**src/rtl/enemy_spawner_pkg.sv**
```systemverilog
// Shared definitions for the enemy spawner: game state encoding, LFSR taps
// and the layout of the 6-bit rand bus handed to the enemy slots.
package enemy_spawner_pkg;

  typedef enum logic [1:0] {
    IDLE = 2'd0,
    RUN  = 2'd1,
    OVER = 2'd2
  } state_t;

  localparam logic [15:0] LFSR_TAPS    = 16'hB400;
  localparam int          LFSR_W       = 16;
  localparam int          ANGLE_STATES = 16;
  localparam int          ANGLE_W      = 4;
  localparam int          TYPE_W       = 2;
  localparam int          RAND_W       = ANGLE_W + TYPE_W;
  localparam int          TIMER_W      = 26;
  localparam int          WAVE_W       = 4;

  // Rand bus: angle in [5:2], enemy type in [1:0].
  typedef struct packed {
    logic [ANGLE_W-1:0] angle;
    logic [TYPE_W-1:0]  etype;
  } rand_t;

  // One step of a right-shifting Galois LFSR.
  function automatic logic [LFSR_W-1:0] lfsr_next(input logic [LFSR_W-1:0] s);
    lfsr_next = s[0] ? ((s >> 1) ^ LFSR_TAPS) : (s >> 1);
  endfunction

  // Push a repeated angle to the opposite side of the circle.
  function automatic logic [ANGLE_W-1:0] pick_angle(input logic [ANGLE_W-1:0] cand,
                                                   input logic [ANGLE_W-1:0] last);
    pick_angle = (cand == last) ? cand + ANGLE_W'(ANGLE_STATES / 2) : cand;
  endfunction

endpackage

```
**src/rtl/enemy_spawner_lfsr.sv**
```systemverilog
// Free-running 16-bit Galois LFSR; exposes only the low bits used to draw
// the angle and type of a new enemy.
module spawn_lfsr
  import enemy_spawner_pkg::*;
#(
  parameter logic [15:0] SEED = 16'hACE1
) (
  input  logic              clk,
  input  logic              rst_n,
  output logic [RAND_W-1:0] rand_src
);

  logic [LFSR_W-1:0] lfsr_q;

  // NOTE: sequential state is always written with non-blocking assignments so
  // every register samples the pre-edge values of its neighbours.
  always_ff @(posedge clk) begin
    if (!rst_n) lfsr_q <= SEED;
    else        lfsr_q <= lfsr_next(lfsr_q);
  end

  assign rand_src = lfsr_q[RAND_W-1:0];

endmodule

```
**src/rtl/enemy_spawner.sv**
```systemverilog
// Spawn scheduler for the enemy slots: owns the IDLE/RUN/OVER game state,
// picks the lowest free slot on each timer expiry and ramps difficulty by wave.
module enemy_spawner
  import enemy_spawner_pkg::*;
#(
  parameter int          NUM_SLOTS       = 4,
  parameter int          INIT_INTERVAL   = 50000000,
  parameter int          MIN_INTERVAL    = 12500000,
  parameter int          INTERVAL_STEP   = 2500000,
  parameter int          SPAWNS_PER_WAVE = 8,
  parameter logic [15:0] LFSR_SEED       = 16'hACE1
) (
  input  logic                 clk,
  input  logic                 rst_n,
  input  logic                 start,
  input  logic [NUM_SLOTS-1:0] enemy_alive,
  input  logic [NUM_SLOTS-1:0] enemy_collision,
  output logic [NUM_SLOTS-1:0] spawn,
  output logic [RAND_W-1:0]    rand_bits,
  output logic                 enable,
  output logic                 game_over,
  output logic [WAVE_W-1:0]    wave
);

  localparam int CNT_W = (SPAWNS_PER_WAVE > 1) ? $clog2(SPAWNS_PER_WAVE) : 1;

  localparam logic [TIMER_W-1:0] INIT_IV  = TIMER_W'(INIT_INTERVAL);
  localparam logic [TIMER_W-1:0] MIN_IV   = TIMER_W'(MIN_INTERVAL);
  localparam logic [TIMER_W-1:0] STEP_IV  = TIMER_W'(INTERVAL_STEP);
  localparam logic [CNT_W-1:0]   LAST_CNT = CNT_W'(SPAWNS_PER_WAVE - 1);

  state_t               state;
  logic [TIMER_W-1:0]   timer;
  logic [TIMER_W-1:0]   interval;
  logic [TIMER_W-1:0]   next_interval;
  logic [CNT_W-1:0]     spawn_cnt;
  logic [NUM_SLOTS-1:0] pending;
  logic [NUM_SLOTS-1:0] pending_kept;
  logic [NUM_SLOTS-1:0] coll_q;
  logic [NUM_SLOTS-1:0] coll_rise;
  logic [NUM_SLOTS-1:0] free;
  logic [NUM_SLOTS-1:0] sel;
  logic                 found;
  logic [ANGLE_W-1:0]   last_angle;
  logic [RAND_W-1:0]    rand_src;
  rand_t                next_rand;

  spawn_lfsr #(
    .SEED (LFSR_SEED)
  ) u_lfsr (
    .clk      (clk),
    .rst_n    (rst_n),
    .rand_src (rand_src)
  );

  assign coll_rise    = enemy_collision & ~coll_q;
  assign free         = ~enemy_alive & ~pending;
  // A slot stays reserved from its spawn pulse until it reports alive.
  assign pending_kept = pending & ~enemy_alive;

  // NOTE: every always_comb output gets a default first so no path leaves it
  // unassigned and no latch is inferred.
  always_comb begin
    sel   = '0;
    found = 1'b0;
    for (int i = 0; i < NUM_SLOTS; i++) begin
      if (free[i] && !found) begin
        sel[i] = 1'b1;
        found  = 1'b1;
      end
    end
  end

  always_comb begin
    next_rand.angle = pick_angle(rand_src[RAND_W-1:TYPE_W], last_angle);
    next_rand.etype = rand_src[TYPE_W-1:0];
    if (wave < WAVE_W'(2)) next_rand.etype[1] = 1'b1;
  end

  // Subtraction is guarded so the interval never wraps below the floor.
  always_comb begin
    next_interval = MIN_IV;
    if (interval >= MIN_IV && (interval - MIN_IV) >= STEP_IV)
      next_interval = interval - STEP_IV;
  end

  always_ff @(posedge clk) begin
    if (!rst_n) begin
      state      <= IDLE;
      spawn      <= '0;
      rand_bits  <= '0;
      enable     <= 1'b0;
      game_over  <= 1'b0;
      wave       <= '0;
      timer      <= '0;
      interval   <= INIT_IV;
      spawn_cnt  <= '0;
      pending    <= '0;
      last_angle <= 4'hF;
      coll_q     <= '0;
    end else begin
      coll_q  <= enemy_collision;
      spawn   <= '0;
      pending <= pending_kept;

      case (state)
        IDLE, OVER: begin
          if (start) begin
            state     <= RUN;
            enable    <= 1'b1;
            game_over <= 1'b0;
            timer     <= INIT_IV - 1'b1;
            interval  <= INIT_IV;
            wave      <= '0;
            spawn_cnt <= '0;
            pending   <= '0;
          end
        end

        RUN: begin
          if (|coll_rise) begin
            state     <= OVER;
            enable    <= 1'b0;
            game_over <= 1'b1;
          end else if (timer != '0) begin
            timer <= timer - 1'b1;
          end else if (found) begin
            spawn      <= sel;
            rand_bits  <= next_rand;
            last_angle <= next_rand.angle;
            pending    <= pending_kept | sel;
            // Reload uses the interval in force before this wave update.
            timer      <= interval - 1'b1;
            if (spawn_cnt == LAST_CNT) begin
              spawn_cnt <= '0;
              wave      <= (wave == '1) ? wave : wave + 1'b1;
              interval  <= next_interval;
            end else begin
              spawn_cnt <= spawn_cnt + 1'b1;
            end
          end
        end

        default: begin
          state     <= IDLE;
          enable    <= 1'b0;
          game_over <= 1'b0;
        end
      endcase
    end
  end

endmodule

```
**config.mk**
```make
export PLATFORM = sky130hd
export DESIGN_NAME = enemy_spawner
export DESIGN_NICKNAME = d
export VERILOG_FILES = /design/src/rtl/enemy_spawner_pkg.sv /design/src/rtl/enemy_spawner_lfsr.sv /design/src/rtl/enemy_spawner.sv
export SDC_FILE = /design/constraint.sdc
export NUM_CORES = 1
export LEC_CHECK = 0
export BUFFER_PORTS_ARGS = -buffer_cell sky130_fd_sc_hd__buf_2
export CORE_AREA = 2 2 85 148
export CTS_CLUSTER_DIAMETER = 120
export CTS_CLUSTER_SIZE = 12
export DETAILED_ROUTE_END_ITERATION = 6
export DIE_AREA = 0 0 87 150
export SYNTH_ARGS = -nofsm -noshare
export SYNTH_HDL_FRONTEND = slang
export SYNTH_HIERARCHICAL = 1
export SYNTH_SLANG_ARGS = --single-unit
export TNS_END_PERCENT = 20
```
**constraint.sdc**
```tcl
create_clock -name clk -period 4.8 [get_ports clk]
set_input_delay 0.72 -clock clk [delete_from_list [all_inputs] [get_ports clk]]
set_output_delay 0.72 -clock clk [all_outputs]
set_load 0.02 [all_outputs]
```
# [Word-level counts from Yosys, hierarchy flattened]
# Index checks and enable logic that the tools add are counted.
[classes] n_addsub=7 mul=0 div=0 magnitude_cmp=3 eq_ne=13 shift=0 muxes=49 bitwise=13 n_reduce_logical=19
[ops] cell="26-bit two-way mux" n=10
[ops] cell="26-bit one-hot mux with 2 select lines" n=2
[ops] cell="26-bit by 1-bit subtractor with 26-bit output (second input constant)" n=2
[ops] cell="4-bit two-way mux" n=11
[ops] cell="26-bit by 22-bit >= comparator with 1-bit output (second input constant)" n=1
[ops] cell="26-bit by 24-bit >= comparator with 1-bit output (second input constant)" n=1
[ops] cell="26-bit nonzero test" n=1
[ops] cell="26-bit by 22-bit subtractor with 26-bit output (second input constant)" n=1
[ops] cell="26-bit by 24-bit subtractor with 26-bit output (second input constant)" n=1
[ops] cell="16-bit two-way mux" n=1
[ops] cell="4-bit one-hot mux with 2 select lines" n=2
[ops] cell="3-bit two-way mux" n=5
[ops] cell="2-bit inequality test (second input constant)" n=7
[ops] cell="4-bit bitwise AND" n=3
[ops] cell="1-bit two-way mux" n=12
[ops] cell="4-bit inverter" n=3
[ops] cell="4-bit AND reduction" n=2
[ops] cell="8-bit OR reduction" n=1
[ops] cell="7-bit AND reduction" n=1
[ops] cell="3-bit one-hot mux with 2 select lines" n=1
[ops] cell="6-bit AND reduction" n=1
[ops] cell="1-bit inverter" n=5
[ops] cell="5-bit AND reduction" n=1
[ops] cell="4-bit by 1-bit adder with 4-bit output (second input constant)" n=1
[ops] cell="21 further kinds" n=28
[word_totals] reg_bits=101 latchBits=0 ramBits=0 rom_bits=0 in_bits=11 output_inout_bits=16 word_cells=117 n_memories=0

# [Logic depth before layout (Yosys ltp)]
# Gate-level depths: netlist of the first run.
[logic_depth] word_depth=17 ltp_mapped=12 ltp_nobuf=10

# [Hierarchy]
# The synthesis of the first run kept the hierarchy.
[modules_own_cells] mod="enemy_spawner" instances=1 cells_per_inst=613 area_per_inst_um2=4717.0 seq_area_each_um2=1581.5
[modules_own_cells] mod="spawn_lfsr" instances=1 cells_per_inst=42 area_per_inst_um2=498.0 seq_area_each_um2=320.3

# [Least setup slack after synthesis of the first run]
# Ideal clock, no wire load.
[synth_timing] path_kind="reg-to-reg" startpoint="register interval[5]" endpoint="register interval[11]" setup_ns=0.117 arrival_ns=3.046 t_required_ns=4.683 setup_slack_ns=1.637 stages_incl_launch_ff=13 path_buffers=2 period_less_slack_ns=3.163 path_cell_list="dfxtp_1 -> buf_2 -> inv_1 -> ha_1 -> nor4b_1 -> o21ai_0 -> and4_1 -> o2111ai_1 -> a21oi_1 -> a221oi_1 -> clkbuf_1 -> o21ai_0 -> a22o_1"
[synth_via] elab_chain_len=9 elab_cells_between_ends=11 cone_classes="2 x add/sub; 2 x order compare; 6 x mux; 1 x reduce/logical"
[synth_rtl] element="start: declaration" line_no="enemy_spawner.sv:34" rtl="logic [TIMER_W-1:0] interval;"
[synth_rtl] element="start signal: assignment" line_no="enemy_spawner.sv:137" rtl="interval <= next_interval;"
[synth_rtl] element="26-bit by 24-bit subtractor with 26-bit output" line_no="enemy_spawner.sv:83" rtl="if (interval >= MIN_IV && (interval - MIN_IV) >= STEP_IV)"
[synth_rtl] element="26-bit by 22-bit >= comparator with 1-bit output" line_no="enemy_spawner.sv:83"
[synth_rtl] element="1-bit logical AND" line_no="enemy_spawner.sv:83"
[synth_rtl] element="26-bit two-way mux (*)" line_no="enemy_spawner.sv:83"
[synth_rtl] element="26-bit two-way mux (*)" line_no="enemy_spawner.sv:134" rtl="if (spawn_cnt == LAST_CNT) begin"
[synth_rtl] element="26-bit two-way mux (*)" line_no="enemy_spawner.sv:127" rtl="end else if (found) begin"
[synth_rtl] element="26-bit two-way mux (*)" line_no="enemy_spawner.sv:125" rtl="end else if (timer != '0) begin"
[synth_rtl] element="26-bit two-way mux (*)" line_no="enemy_spawner.sv:121" rtl="if (|coll_rise) begin"
[synth_rtl] element="26-bit one-hot mux with 2 select lines (*)" line_no="enemy_spawner.sv:106" rtl="case (state)"
# Mark *: on every way between the ends. The rest lies on a longest branch, timed or not. The select of a mux whose other input is x is not followed.
# A chain may end at the register's enable or synchronous reset.

# [Final worst setup path of the first run]
[layout_timing] startpoint="register interval[5]" endpoint="register interval[12]"
# The elaborated chain is that of the path after synthesis.

==> implementation parameters, run 1 <==
Parameter                              Value

Outcome
  Result of the run    complete, no violations

Global routing
  Maximum number of pins on one net before global-route repair    37
  Overall Global Routing Usage    0.2334
  Leftover overflow at the end of global routing    0
  Initial antenna violation count    0
  Number of global-route vias before repair    about 4,700
  Global-route wire length before repair    24,090 um

CTS
  Buffer type at the clock tree root    sky130_fd_sc_hd__clkbuf_16
  CTS Buf Count    9
  Hold_buf cts    0
  Clock latency on the worst-skew pair    350 ps
  Maximum count of clock buffers along a single path    2
  Post-cts repair resize count    0
  Number of setup buffers added after CTS    0
  Clock tree from TritonCTS    done
  Clk slew on worst S/H paths    roughly 70 ps
  CTS HTree Levels    3
  Clock Sinks    95

Setup path
  Crit path arrival time    roughly 4000 ps
  Data required time at the worst endpoint    about 5000 ps
  Startpoint-to-endpoint class of the critical path    flip-flop to flip-flop
  Crit end category    flip-flop
  Largest fanout on the critical path    22
  Critical Path Source Type    flip-flop

STA
  Number of endpoints with negative hold slack in the final report    0
  Post-route clock skew    between 10 and 15 ps
  Total setup violations reported at the end of the flow    0
  RSZ-0062 raised after global routing    no
  Setup TNS after final layout    0 ps
  Upper clock frequency limit    between 0.2 and 0.3 GHz
  Hold slack    roughly 420 ps
  Headroom to the max-slew limit    0.3424
  Crit path time final    ~3800 ps
  Count of pins over their slew limit    0
  Fin crit share    0.7916
  Transition time of the tightest slew-check pin    ~960 ps

Drt
  Detailed Route Iter0 Violations    275
  Via count of the routed design    ~5,000
  DRT antenna net count    0
  Via-per-instance ratio    approximately 6.3
  TritonRoute pass-1 iters    5
  Post-DR wirelength/cell    18.49 um
  Remaining DRCs    0
  Total Routed Length    14,650 um

Flow run
  Max Cap Viol    0

Placement
  RePlAce Congestion    roughly 0.89
  HPWL after DPL    10,580 um
  Port buffer count    26

Die
  Core area    11,870 um^2
  Number of ports placed on the die boundary    27
  Horiz. Die Dim    slightly below 90 um
  Standard-cell row count    53
  Effective utilization at floorplan    0.4393
  Vert. Die Dim    roughly 150 um
  Total Die Area    roughly 13,000 um^2

Synthesis
  Area share of the leading cell type in the synthesized netlist    0.3647
  Number of warning messages in the yosys log    6
  Net Count, Synth    between 600 and 700
  Fraction of synthesis flops using an asynchronous set or reset pin    0
  Library cell occupying the most area in the post-synthesis netlist    sky130_fd_sc_hd__dfxtp_1
  Library cells used by synthesis    71
  Synthesized area per cell    between 7 and 8 um^2
  Largest cells by area after synthesis    sky130_fd_sc_hd__dfxtp_1 36%, sky130_fd_sc_hd__a21oi_1 6.0%, sky130_fd_sc_hd__nor2_1 4.8%
  Synth Flop Type    sky130_fd_sc_hd__dfxtp_1
  Register area share after synthesis    0.3647
  Syn Std Cell Area    between 5000 and 6000 um^2
  Number of enable flip-flop cells after synthesis    0
  Number of standard cells after synthesis    between 600 and 700
  Number of synthesized register bits    95

Final layout
  Leading cell type in the layout, fill and taps excluded    sky130_fd_sc_hd__dfxtp_1
  Register Area    roughly 1900 um^2
  Antenna diode count    0
  Area growth syn-to-layout    8.061%
  Fill cell total of the finished layout    between 1,000 and 1,500
  Layout cells sized above 1    0.1069
  Number of nets in the final layout    approximately 670
  Area taken by multi-input logic gates    between 3000 and 4000 um^2
  Most used cells in the layout excluding fill and tap cells    95 x sky130_fd_sc_hd__dfxtp_1, 67 x sky130_fd_sc_hd__nor2_1, 62 x sky130_fd_sc_hd__a21oi_1, 53 x sky130_fd_sc_hd__nand2_1, 32 x sky130_fd_sc_hd__nor3_1

Power
  Highest ir drop seen on vdd    0.2532 mV
  Static leakage power    approximately 2.1 nW
  PwrDens    approximately 310 nW/um^2

Min path
  Worst Hold Class    flip-flop to flip-flop
layout make-up:
type	instances	share of cell area
Multi-Input combinational cell	492	0.5355
Tap cell	137	0.03042
Sequential cell	95	0.3375
Clock inverter	6	0.01021
Inverter	18	0.01199
Clock buffer	10	0.04063
Timing Repair Buffer	34	0.03375
registers in the layout, summed over array words and instances, names as in the netlist:
register,flops
pending,4
spawn,4
u_lfsr/lfsr_q,16
state,1
wave,4
rand_bits,6
game_over,1
spawn_cnt,3
timer,26
last_angle,4
coll_q,4
interval,21
enable,1
where the power goes:
group          total (W)  switching [W]  internal, W
registers       0.000847      0.0000296     0.000818
clock network   0.000707       0.000342     0.000365
logic           0.000178       0.000107    0.0000709
cells in the mapped netlist, types with 7 or more instances:
| library cell | count |
|---|---|
| sky130_fd_sc_hd__a2111oi_0 | 7 |
| sky130_fd_sc_hd__a211oi_1 | 7 |
| sky130_fd_sc_hd__a21oi_1 | 62 |
| sky130_fd_sc_hd__a311oi_1 | 8 |
| sky130_fd_sc_hd__a31oi_1 | 10 |
| sky130_fd_sc_hd__and2_1 | 13 |
| sky130_fd_sc_hd__buf_2 | 8 |
| sky130_fd_sc_hd__buf_4 | 7 |
| sky130_fd_sc_hd__clkbuf_1 | 30 |
| sky130_fd_sc_hd__dfxtp_1 | 95 |
| sky130_fd_sc_hd__inv_1 | 17 |
| sky130_fd_sc_hd__nand2_1 | 53 |
| sky130_fd_sc_hd__nand2b_1 | 16 |
| sky130_fd_sc_hd__nand3_1 | 19 |
| sky130_fd_sc_hd__nor2_1 | 67 |
| sky130_fd_sc_hd__nor2b_1 | 9 |
| sky130_fd_sc_hd__nor3_1 | 33 |
| sky130_fd_sc_hd__nor3b_1 | 7 |
| sky130_fd_sc_hd__nor4_1 | 9 |
| sky130_fd_sc_hd__o21ai_0 | 31 |
| sky130_fd_sc_hd__or2_2 | 7 |
| sky130_fd_sc_hd__or4_1 | 7 |
| sky130_fd_sc_hd__xnor2_1 | 12 |
critical path: stages, from the launching register on:
cell and delay (ps):
sky130_fd_sc_hd__dfxtp_1 410, sky130_fd_sc_hd__inv_1 160, sky130_fd_sc_hd__ha_1 340, sky130_fd_sc_hd__nor4b_1 760, sky130_fd_sc_hd__o21ai_0 310, sky130_fd_sc_hd__and4_1 280
sky130_fd_sc_hd__o2111ai_1 240, sky130_fd_sc_hd__a21oi_1 120, sky130_fd_sc_hd__a221oi_2 240, sky130_fd_sc_hd__buf_4 310, sky130_fd_sc_hd__nand2_1 250, sky130_fd_sc_hd__o22a_1 280
per-layer routing:
| metal | GRT usage | vias to the layer above | routed length (um) |
|---|---|---|---|
| met5 | 0 | - | 0 |
| met4 | 0.1164 | 0 | 575 |
| met3 | 0.03144 | 40 | 601 |
| met2 | 0.4271 | 154 | 7859 |
| met1 | 0.2556 | 2390 | 5611 |
| li1 | - | 2385 | - |
through the flow:
stage                       util  power (W)  instance area [um^2]  setup slack [ps]  std cells
after floorplan                -  0.0009964                  5215              1637        655
after global placement    0.4506   0.001038                  5349             964.1        776
after detailed placement  0.4506   0.001043                  5349             962.4        776
after CTS                 0.4748   0.001747                  5635              1069        792
after global routing      0.4748   0.001799                  5635             727.3        792
final                     0.4748   0.001733                  5635              1000        792
cells by family (layout without fill, tap and decap cells):
logic type	count (synthesis)	in the layout	share of synthesized area
XOR/XNOR	18	18	0.03023
multiplexers	5	5	0.009837
AO/OA/AOI/OAI	188	188	0.2447
adder cells (fa/ha/maj)	6	6	0.01440
flip-flops	95	95	0.3647
buffers and inverters	68	68	0.05878
AND/OR/NAND/NOR	275	275	0.2773
final timing paths:
kind	start	end	slack, ps	cells past startpoint
max reg2reg	interval[5]	interval[12]	1000	11
min reg2reg	u_lfsr/lfsr_q[12]	u_lfsr/lfsr_q[11]	420	1
max	interval[5]	interval[12]	1000	11
min	u_lfsr/lfsr_q[12]	u_lfsr/lfsr_q[11]	420	1
(Power assumes the default switching activity.)
==> inputs of run 2 (changes only) <==
==> constraint.sdc (replaced) <==
create_clock -name clk -period 3.9 [get_ports clk]
set_input_delay 0.585 -clock clk [delete_from_list [all_inputs] [get_ports clk]]
set_output_delay 0.585 -clock clk [all_outputs]
set_load 0.02 [all_outputs]
==> run 2 against run 1 <==
Against the previous run: worst hold slack worse by 3.7 ps; clock skew down 5.8 ps; global-route usage down 0.22 points; critical endpoint is now interval[10].
==> implementation parameters, run 2 (synthesized netlist as in run 1, its figures left out) <==
Parameter                              Value

Outcome
  Result of the run    complete, no violations

Drt
  Detailed Route Iter0 Violations    264 (-4.0%)
  DRT antenna net count    0 (unchanged)
  Post-DR wirelength/cell    18.33 um (-0.91%)
  Via-per-instance ratio    6.295 (+0.34%)
  Via count of the routed design    5,030 (+1.2%)
  TritonRoute pass-1 iters    6 (+1)
  Remaining DRCs    0 (unchanged)
  Total Routed Length    14,640 um (about the same)

Setup path
  Endpoint of the most critical setup path    interval[10]
  Origin of the critical flop-to-flop path    timer[10]
  Crit end category    flip-flop
  Depth of the worst register-to-register path    7 (-4)
  Maximum cell stage delay along the critical path    650 ps (-110 ps)
  Endpoint of the worst-slack reg-to-reg timing path    interval[10]
  Crit-path most repeated cell    sky130_fd_sc_hd__or4_1
  Critical Path Source Type    flip-flop
  Startpoint-to-endpoint class of the critical path    flip-flop to flip-flop
  Largest fanout on the critical path    15 (-32%)
  Crit path arrival time    3680 ps (-350 ps)
  Chain of cells forming the critical path    or4_1, or4_1, or3_1, o31a_4, nand2_1, o21ai_0, a22o_1
  Reg-to-reg setup timing slack    460 ps (-540 ps)
  CP Launch Point    timer[10]
  Data required time at the worst endpoint    4140 ps (-890 ps)
  Slowest cell on the critical path    sky130_fd_sc_hd__or3_1

Global routing
  Leftover overflow at the end of global routing    0 (unchanged)
  Maximum number of pins on one net before global-route repair    38 (+2.7%)
  Global-route wire length before repair    23,830 um (-1.1%)
  Overall Global Routing Usage    0.2312 (-0.002183)
  Initial antenna violation count    0 (unchanged)
  Number of global-route vias before repair    4,837 (+2.3%)

Final layout
  Antenna diode count    0 (unchanged)
  Layout cells sized above 1    0.1163 (+0.009444)
  Number of nets in the final layout    674 (+1.0%)
  Most used cells in the layout excluding fill and tap cells    95 x sky130_fd_sc_hd__dfxtp_1, 67 x sky130_fd_sc_hd__nor2_1, 62 x sky130_fd_sc_hd__a21oi_1, 53 x sky130_fd_sc_hd__nand2_1, 32 x sky130_fd_sc_hd__nor3_1
  Area growth syn-to-layout    8.997%
  Register with the most flip-flops    timer
  Max FFs per register    26 (unchanged)
  Regs by FF count    timer (26), interval (21), u_lfsr/lfsr_q (16)
  Fill cell total of the finished layout    1,151 (-2.4%)
  Leading cell type in the layout, fill and taps excluded    sky130_fd_sc_hd__dfxtp_1

Die
  Core area    11,870 um^2 (unchanged)
  Number of ports placed on the die boundary    27 (unchanged)
  Total Die Area    13,050 um^2 (unchanged)
  Horiz. Die Dim    87 um (unchanged)
  Effective utilization at floorplan    0.4393 (unchanged)
  Vert. Die Dim    150 um (unchanged)
  Standard-cell row count    53 (unchanged)

STA
  Setup TNS after final layout    0 ps (unchanged)
  Worst setup slack after layout    461.3 ps (-539.1 ps)
  Fin crit share    0.8817 (+0.09014)
  RSZ-0062 raised after global routing    no
  Count of pins over their slew limit    0 (unchanged)
  Crit path time final    3439 ps (-360.9 ps)
  Post-route clock skew    5.153 ps (-5.780 ps)
  Total setup violations reported at the end of the flow    0 (unchanged)
  Transition time of the tightest slew-check pin    766.3 ps (-195.2 ps)
  Number of endpoints with negative hold slack in the final report    0 (unchanged)
  Upper clock frequency limit    0.2908 GHz (+10%)
  Headroom to the max-slew limit    0.4872 (+0.1448)

CTS
  Maximum count of clock buffers along a single path    2 (unchanged)
  Hold_buf cts    0 (unchanged)
  Clock tree from TritonCTS    done
  CTS HTree Levels    3 (unchanged)
  Clock latency on the worst-skew pair    340 ps (about the same)
  CTS Buf Count    9 (unchanged)
  Number of setup buffers added after CTS    0 (unchanged)
  Buffer type at the clock tree root    sky130_fd_sc_hd__clkbuf_16
  Clock Sinks    95 (unchanged)
  Post-cts repair resize count    0 (unchanged)
  Clk slew on worst S/H paths    70 ps (about the same)

Placement
  HPWL after DPL    10,470 um (-1.0%)
  RePlAce Congestion    0.8865 (-0.62%)
  Pre-CTS WS    525.5 ps (-437.0 ps)
  Port buffer count    26 (unchanged)

Power
  Static leakage power    2.132 nW (+0.99%)
  Highest ir drop seen on vdd    0.2873 mV (+13%)
  PwrDens    374.8 nW/um^2 (+22%)

Min path
  Worst Hold Class    input port to flip-flop
  Hold Path Cell Cnt    2 (+1)

Flow run
  Max Cap Viol    0 (unchanged)
run 2: worst min path at each step:
stage                                  from                 to  slack, ps
final                        enemy_alive[0]         pending[0]        410
after detailed placement   u_lfsr/lfsr_q[7]   u_lfsr/lfsr_q[6]        400
after global routing         enemy_alive[1]         pending[1]        410
after floorplan           u_lfsr/lfsr_q[12]  u_lfsr/lfsr_q[11]        390
after CTS                    enemy_alive[0]         pending[0]        400
after global placement    u_lfsr/lfsr_q[12]  u_lfsr/lfsr_q[11]        390
run 2: routing by layer:
layer | up-vias | GRT usage | wire length, um
met3 | 34 | 0.03420 | 565
met4 | 0 | 0.1156 | 480
met2 | 160 | 0.4332 | 7892
met1 | 2444 | 0.2422 | 5704
met5 | - | 0 | 0
li1 | 2392 | - | -
run 2: per-stage QoR:
stage / hold slack, ps / std cells / utilization / instance area, um^2 / total power [W]
global route: 413.1 / 799 / 0.4789 / 5684 / 0.002215
finish: 413.2 / 799 / 0.4789 / 5684 / 0.002131
CTS: 403.8 / 799 / 0.4789 / 5684 / 0.002148
floorplan: 386.3 / 655 / - / 5215 / 0.001226
global placement: 389.9 / 783 / 0.4550 / 5401 / 0.001286
detailed placement: 398.3 / 783 / 0.4550 / 5401 / 0.001290
run 2: report_power, final:
group	internal (W)	switching (W)
Sequential	0.00101	0.0000377
Combinational	0.0000912	0.000136
Clock	0.000445	0.000415
Total	0.00154	0.000588
run 2: critical path: cells and delay by family (launching register included):
family          cells  cell delay [ps]
compound gates      3              820
flops               1              370
simple gates        4             2130
run 2: final cells by class:
cell class | instances | area [um^2] | area share
clock buffer | 10 | 229.0 | 0.04028
clock inverter | 6 | 53.80 | 0.009465
inverter | 18 | 67.56 | 0.01189
multi-input combinational | 492 | 3018 | 0.5309
sequential | 95 | 1902 | 0.3346
tap | 137 | 171.4 | 0.03016
timing repair buffer | 41 | 242.7 | 0.04270
==> inputs of run 3 (changes only) <==
--- a/config.mk
+++ b/config.mk
@@ -5,12 +5,13 @@
 export SDC_FILE = /design/constraint.sdc
 export NUM_CORES = 1
 export LEC_CHECK = 0
+export ABC_AREA = 1
 export BUFFER_PORTS_ARGS = -buffer_cell sky130_fd_sc_hd__buf_2
-export CORE_AREA = 2 2 85 148
+export CORE_AREA = 2 2 89 155
 export CTS_CLUSTER_DIAMETER = 120
 export CTS_CLUSTER_SIZE = 12
 export DETAILED_ROUTE_END_ITERATION = 6
-export DIE_AREA = 0 0 87 150
+export DIE_AREA = 0 0 91 157
 export SYNTH_ARGS = -nofsm -noshare
 export SYNTH_HDL_FRONTEND = slang
 export SYNTH_HIERARCHICAL = 1
==> run 3 against run 2 <==
Against the previous run: combinational power increased by 120%; die area up 9.5%; register-to-register slack improved by 710 ps; final cell count is 38% higher; first-iteration DRC count rose by 10%; via count is 12% higher; global-route usage shrank 0.69 points; setup slack improved by 710 ps; synthesized area grew 10%; sequential power up 4%; fmax rose by 26%; largest cell class unchanged.
==> implementation parameters, run 3 <==
Parameter                              Value

Final layout
  Register Area    1902 um^2 (unchanged)
  Post-route design area    6241 um^2 (+9.8%)
  Final core utilization    0.4824 (+0.003532)
  Leading cell type in the layout, fill and taps excluded    sky130_fd_sc_hd__nand2_1
  Max FFs per register    26 (unchanged)
  Antenna diode count    0 (unchanged)
  Register with the most flip-flops    timer
  Most used cells in the layout excluding fill and tap cells    255 x sky130_fd_sc_hd__nand2_1, 125 x sky130_fd_sc_hd__inv_1, 108 x sky130_fd_sc_hd__nor2_1, 95 x sky130_fd_sc_hd__dfxtp_1, 89 x sky130_fd_sc_hd__nand3_1
  Area taken by multi-input logic gates    3132 um^2 (+3.8%)
  Area growth syn-to-layout    8.695%
  Regs by FF count    timer (26), interval (21), u_lfsr/lfsr_q (16)
  Layout cells sized above 1    0.09473 (-0.02159)
  Post-route insts no fill    1,100 (+38%)
  Number of nets in the final layout    941 (+40%)
  Fill cell total of the finished layout    1,446 (+26%)

Power
  Highest ir drop seen on vdd    0.2705 mV (-5.8%)
  Static leakage power    3.028 nW (+42%)
  PwrDens    402.1 nW/um^2 (+7.3%)

Die
  Effective utilization at floorplan    0.4438 (+0.004472)
  Vert. Die Dim    157 um (+4.7%)
  Number of ports placed on the die boundary    27 (unchanged)
  Core area    12,940 um^2 (+9.0%)
  Horiz. Die Dim    91 um (+4.6%)
  Total Die Area    14,290 um^2 (+9.5%)
  Standard-cell row count    55 (+3.8%)

CTS
  Maximum count of clock buffers along a single path    2 (unchanged)
  Clock latency on the worst-skew pair    350 ps (about the same)
  Hold_buf cts    0 (unchanged)
  CTS Buf Count    9 (unchanged)
  Buffer type at the clock tree root    sky130_fd_sc_hd__clkbuf_16
  Number of setup buffers added after CTS    0 (unchanged)
  Clock Sinks    95 (unchanged)
  CTS HTree Levels    3 (unchanged)
  Clock tree from TritonCTS    done
  Post-cts repair resize count    0 (unchanged)
  Clk slew on worst S/H paths    80 ps (about the same)

Drt
  WL met2    8460 um (+7.2%)
  DRT antenna net count    0 (unchanged)
  Remaining DRCs    0 (unchanged)
  Via count of the routed design    5,615 (+12%)
  Detailed Route Iter0 Violations    291 (+10%)
  Post-DR wirelength/cell    14.18 um (-23%)
  Highest Signal Layer    met4
  Via-per-instance ratio    5.105 (-19%)
  Metal1 wirelength    6132 um (+7.5%)
  Routed wire length on met3    408 um (-28%)
  TritonRoute pass-1 iters    5 (-1)
  Total Routed Length    15,600 um (+6.5%)

STA
  Crit path time final    2728 ps (-710.2 ps)
  Setup TNS after final layout    0 ps (unchanged)
  Fin crit share    0.6996 (-0.1821)
  Count of pins over their slew limit    0 (unchanged)
  Upper clock frequency limit    0.3665 GHz (+26%)
  Total setup violations reported at the end of the flow    0 (unchanged)
  Hold slack    410.6 ps (-2.539 ps)
  Number of endpoints with negative hold slack in the final report    0 (unchanged)
  Transition time of the tightest slew-check pin    689.0 ps (-77.35 ps)
  RSZ-0062 raised after global routing    no
  Headroom to the max-slew limit    0.5378 (+0.05061)
  Post-route clock skew    8.008 ps (+2.854 ps)

Flow run
  Max Cap Viol    0 (unchanged)

Synthesis
  Area share of the leading cell type in the synthesized netlist    0.3312 (-0.03346)
  Synthesized area per cell    6.289 um^2 (-21%)
  Library cells used by synthesis    43 (-39%)
  Net Count, Synth    930 (+38%)
  Register area share after synthesis    0.3312 (-0.03346)
  Number of enable flip-flop cells after synthesis    0 (unchanged)
  Largest cells by area after synthesis    sky130_fd_sc_hd__dfxtp_1 33%, sky130_fd_sc_hd__nand2_1 17%, sky130_fd_sc_hd__inv_1 8.2%
  Syn Std Cell Area    5742 um^2 (+10%)
  Number of standard cells after synthesis    913 (+39%)
  Synth top cells by count    255 x sky130_fd_sc_hd__nand2_1, 125 x sky130_fd_sc_hd__inv_1, 108 x sky130_fd_sc_hd__nor2_1, 95 x sky130_fd_sc_hd__dfxtp_1, 89 x sky130_fd_sc_hd__nand3_1
  Number of warning messages in the yosys log    6 (unchanged)
  Number of synthesized register bits    95 (unchanged)
  Fraction of synthesis flops using an asynchronous set or reset pin    0 (unchanged)
  Synth Flop Type    sky130_fd_sc_hd__dfxtp_1
  Library cell occupying the most area in the post-synthesis netlist    sky130_fd_sc_hd__dfxtp_1
  Most repeated cell in the gate-level netlist after synthesis    sky130_fd_sc_hd__nand2_1

Setup path
  Endpoint of the most critical setup path    timer[12]
  Largest fanout on the critical path    14 (-1)
  Crit path arrival time    2960 ps (-720 ps)
  Critical Path Source Type    flip-flop
  Data required time at the worst endpoint    4130 ps (about the same)
  Crit end category    flip-flop
  Reg-to-reg setup timing slack    1170 ps (+710 ps)
  Startpoint-to-endpoint class of the critical path    flip-flop to flip-flop
  Origin of the critical flop-to-flop path    timer[22]
  CP Launch Point    timer[22]
  Endpoint of the worst-slack reg-to-reg timing path    timer[12]
  Depth of the worst register-to-register path    10 (+3)

Global routing
  Global-route wire length before repair    25,580 um (+7.3%)
  Number of global-route vias before repair    5,429 (+12%)
  Initial antenna violation count    0 (unchanged)
  Maximum number of pins on one net before global-route repair    49 (+29%)
  Overall Global Routing Usage    0.2243 (-0.006916)
  Leftover overflow at the end of global routing    0 (unchanged)

Min path
  Hold Path Cell Cnt    2 (unchanged)
  Worst Hold Class    input port to flip-flop

Placement
  HPWL after DPL    11,950 um (+14%)
  Standard cell area after detailed placement    5929 um^2 (+9.8%)
  Port buffer count    26 (unchanged)
  RePlAce Congestion    0.9256 (+4.4%)
  Number of placed instances, taps included    1,084 (+38%)

Outcome
  Result of the run    complete, no violations
run 3: cell count changes after synthesis, sizes merged, moves of 16 or more:
cell	change
clkbuf	-22
inv	+119
nand2	+212
nand2b	-16
nand3	+72
nor2	+54
nor3	-26
run 3: layer usage:
layer | vias to the layer above | GRT usage
met4 | 0 | 0.1097
met1 | 2547 | 0.2256
met5 | - | 0
met2 | 119 | 0.4444
li1 | 2907 | -
met3 | 42 | 0.02920
run 3: worst min path at each step:
stage | startpoint | endpoint
5_1_grt | enemy_alive[0] | pending[0]
3_3_place_gp | u_lfsr/lfsr_q[7] | u_lfsr/lfsr_q[6]
2_1_floorplan | u_lfsr/lfsr_q[12] | u_lfsr/lfsr_q[11]
6_report | enemy_alive[1] | spawn[1]
3_5_place_dp | u_lfsr/lfsr_q[7] | u_lfsr/lfsr_q[6]
4_1_cts | enemy_alive[1] | spawn[1]
run 3: final cells by class:
cell class / instances / share of cell area
well taps: 171 / 0.03428
repair buffers: 30 / 0.02566
inverters: 139 / 0.08360
clock buffers: 9 / 0.03609
clock inverters: 7 / 0.01383
multi-input cells: 649 / 0.5018
flip-flops and latches: 95 / 0.3047
run 3: logic make-up after synthesis:
group	count (synthesis)	share of synthesized area
DFF	95	0.3312
and+or+nand+nor	509	0.3912
xor gates and xnor gates	22	0.03356
buffers and inverters	169	0.1233
AOI/OAI and AO/OA	112	0.1077
adders and majority gates	6	0.01307
run 3: power by group:
group	leakage, nW	total [W]	internal (W)	switching [W]
clock	0.150	0.000940	0.000513	0.000427
sequential	0.779	0.00108	0.00103	0.0000541
combinational	2.10	0.000489	0.000149	0.000340
total	3.03	0.00251	0.00169	0.000821
run 3: worst max-delay path, cell delays in order, from the launching register on:
cell	delay [ps]
sky130_fd_sc_hd__dfxtp_1	320
sky130_fd_sc_hd__nor2_1	130
sky130_fd_sc_hd__nand2_1	100
sky130_fd_sc_hd__nor3_4	470
sky130_fd_sc_hd__nand2_4	170
sky130_fd_sc_hd__inv_1	160
sky130_fd_sc_hd__nand3_1	80
sky130_fd_sc_hd__nand3_1	490
sky130_fd_sc_hd__inv_1	370
sky130_fd_sc_hd__o21ai_0	250
sky130_fd_sc_hd__a31oi_1	60
run 3: stage by stage:
stage	worst slack [ps]	power (W)
floorplan	1900	0.001473
global placement	1240	0.001590
detailed placement	1173	0.001590
CTS	1161	0.002520
global route	869.8	0.002626
finish	1172	0.002509
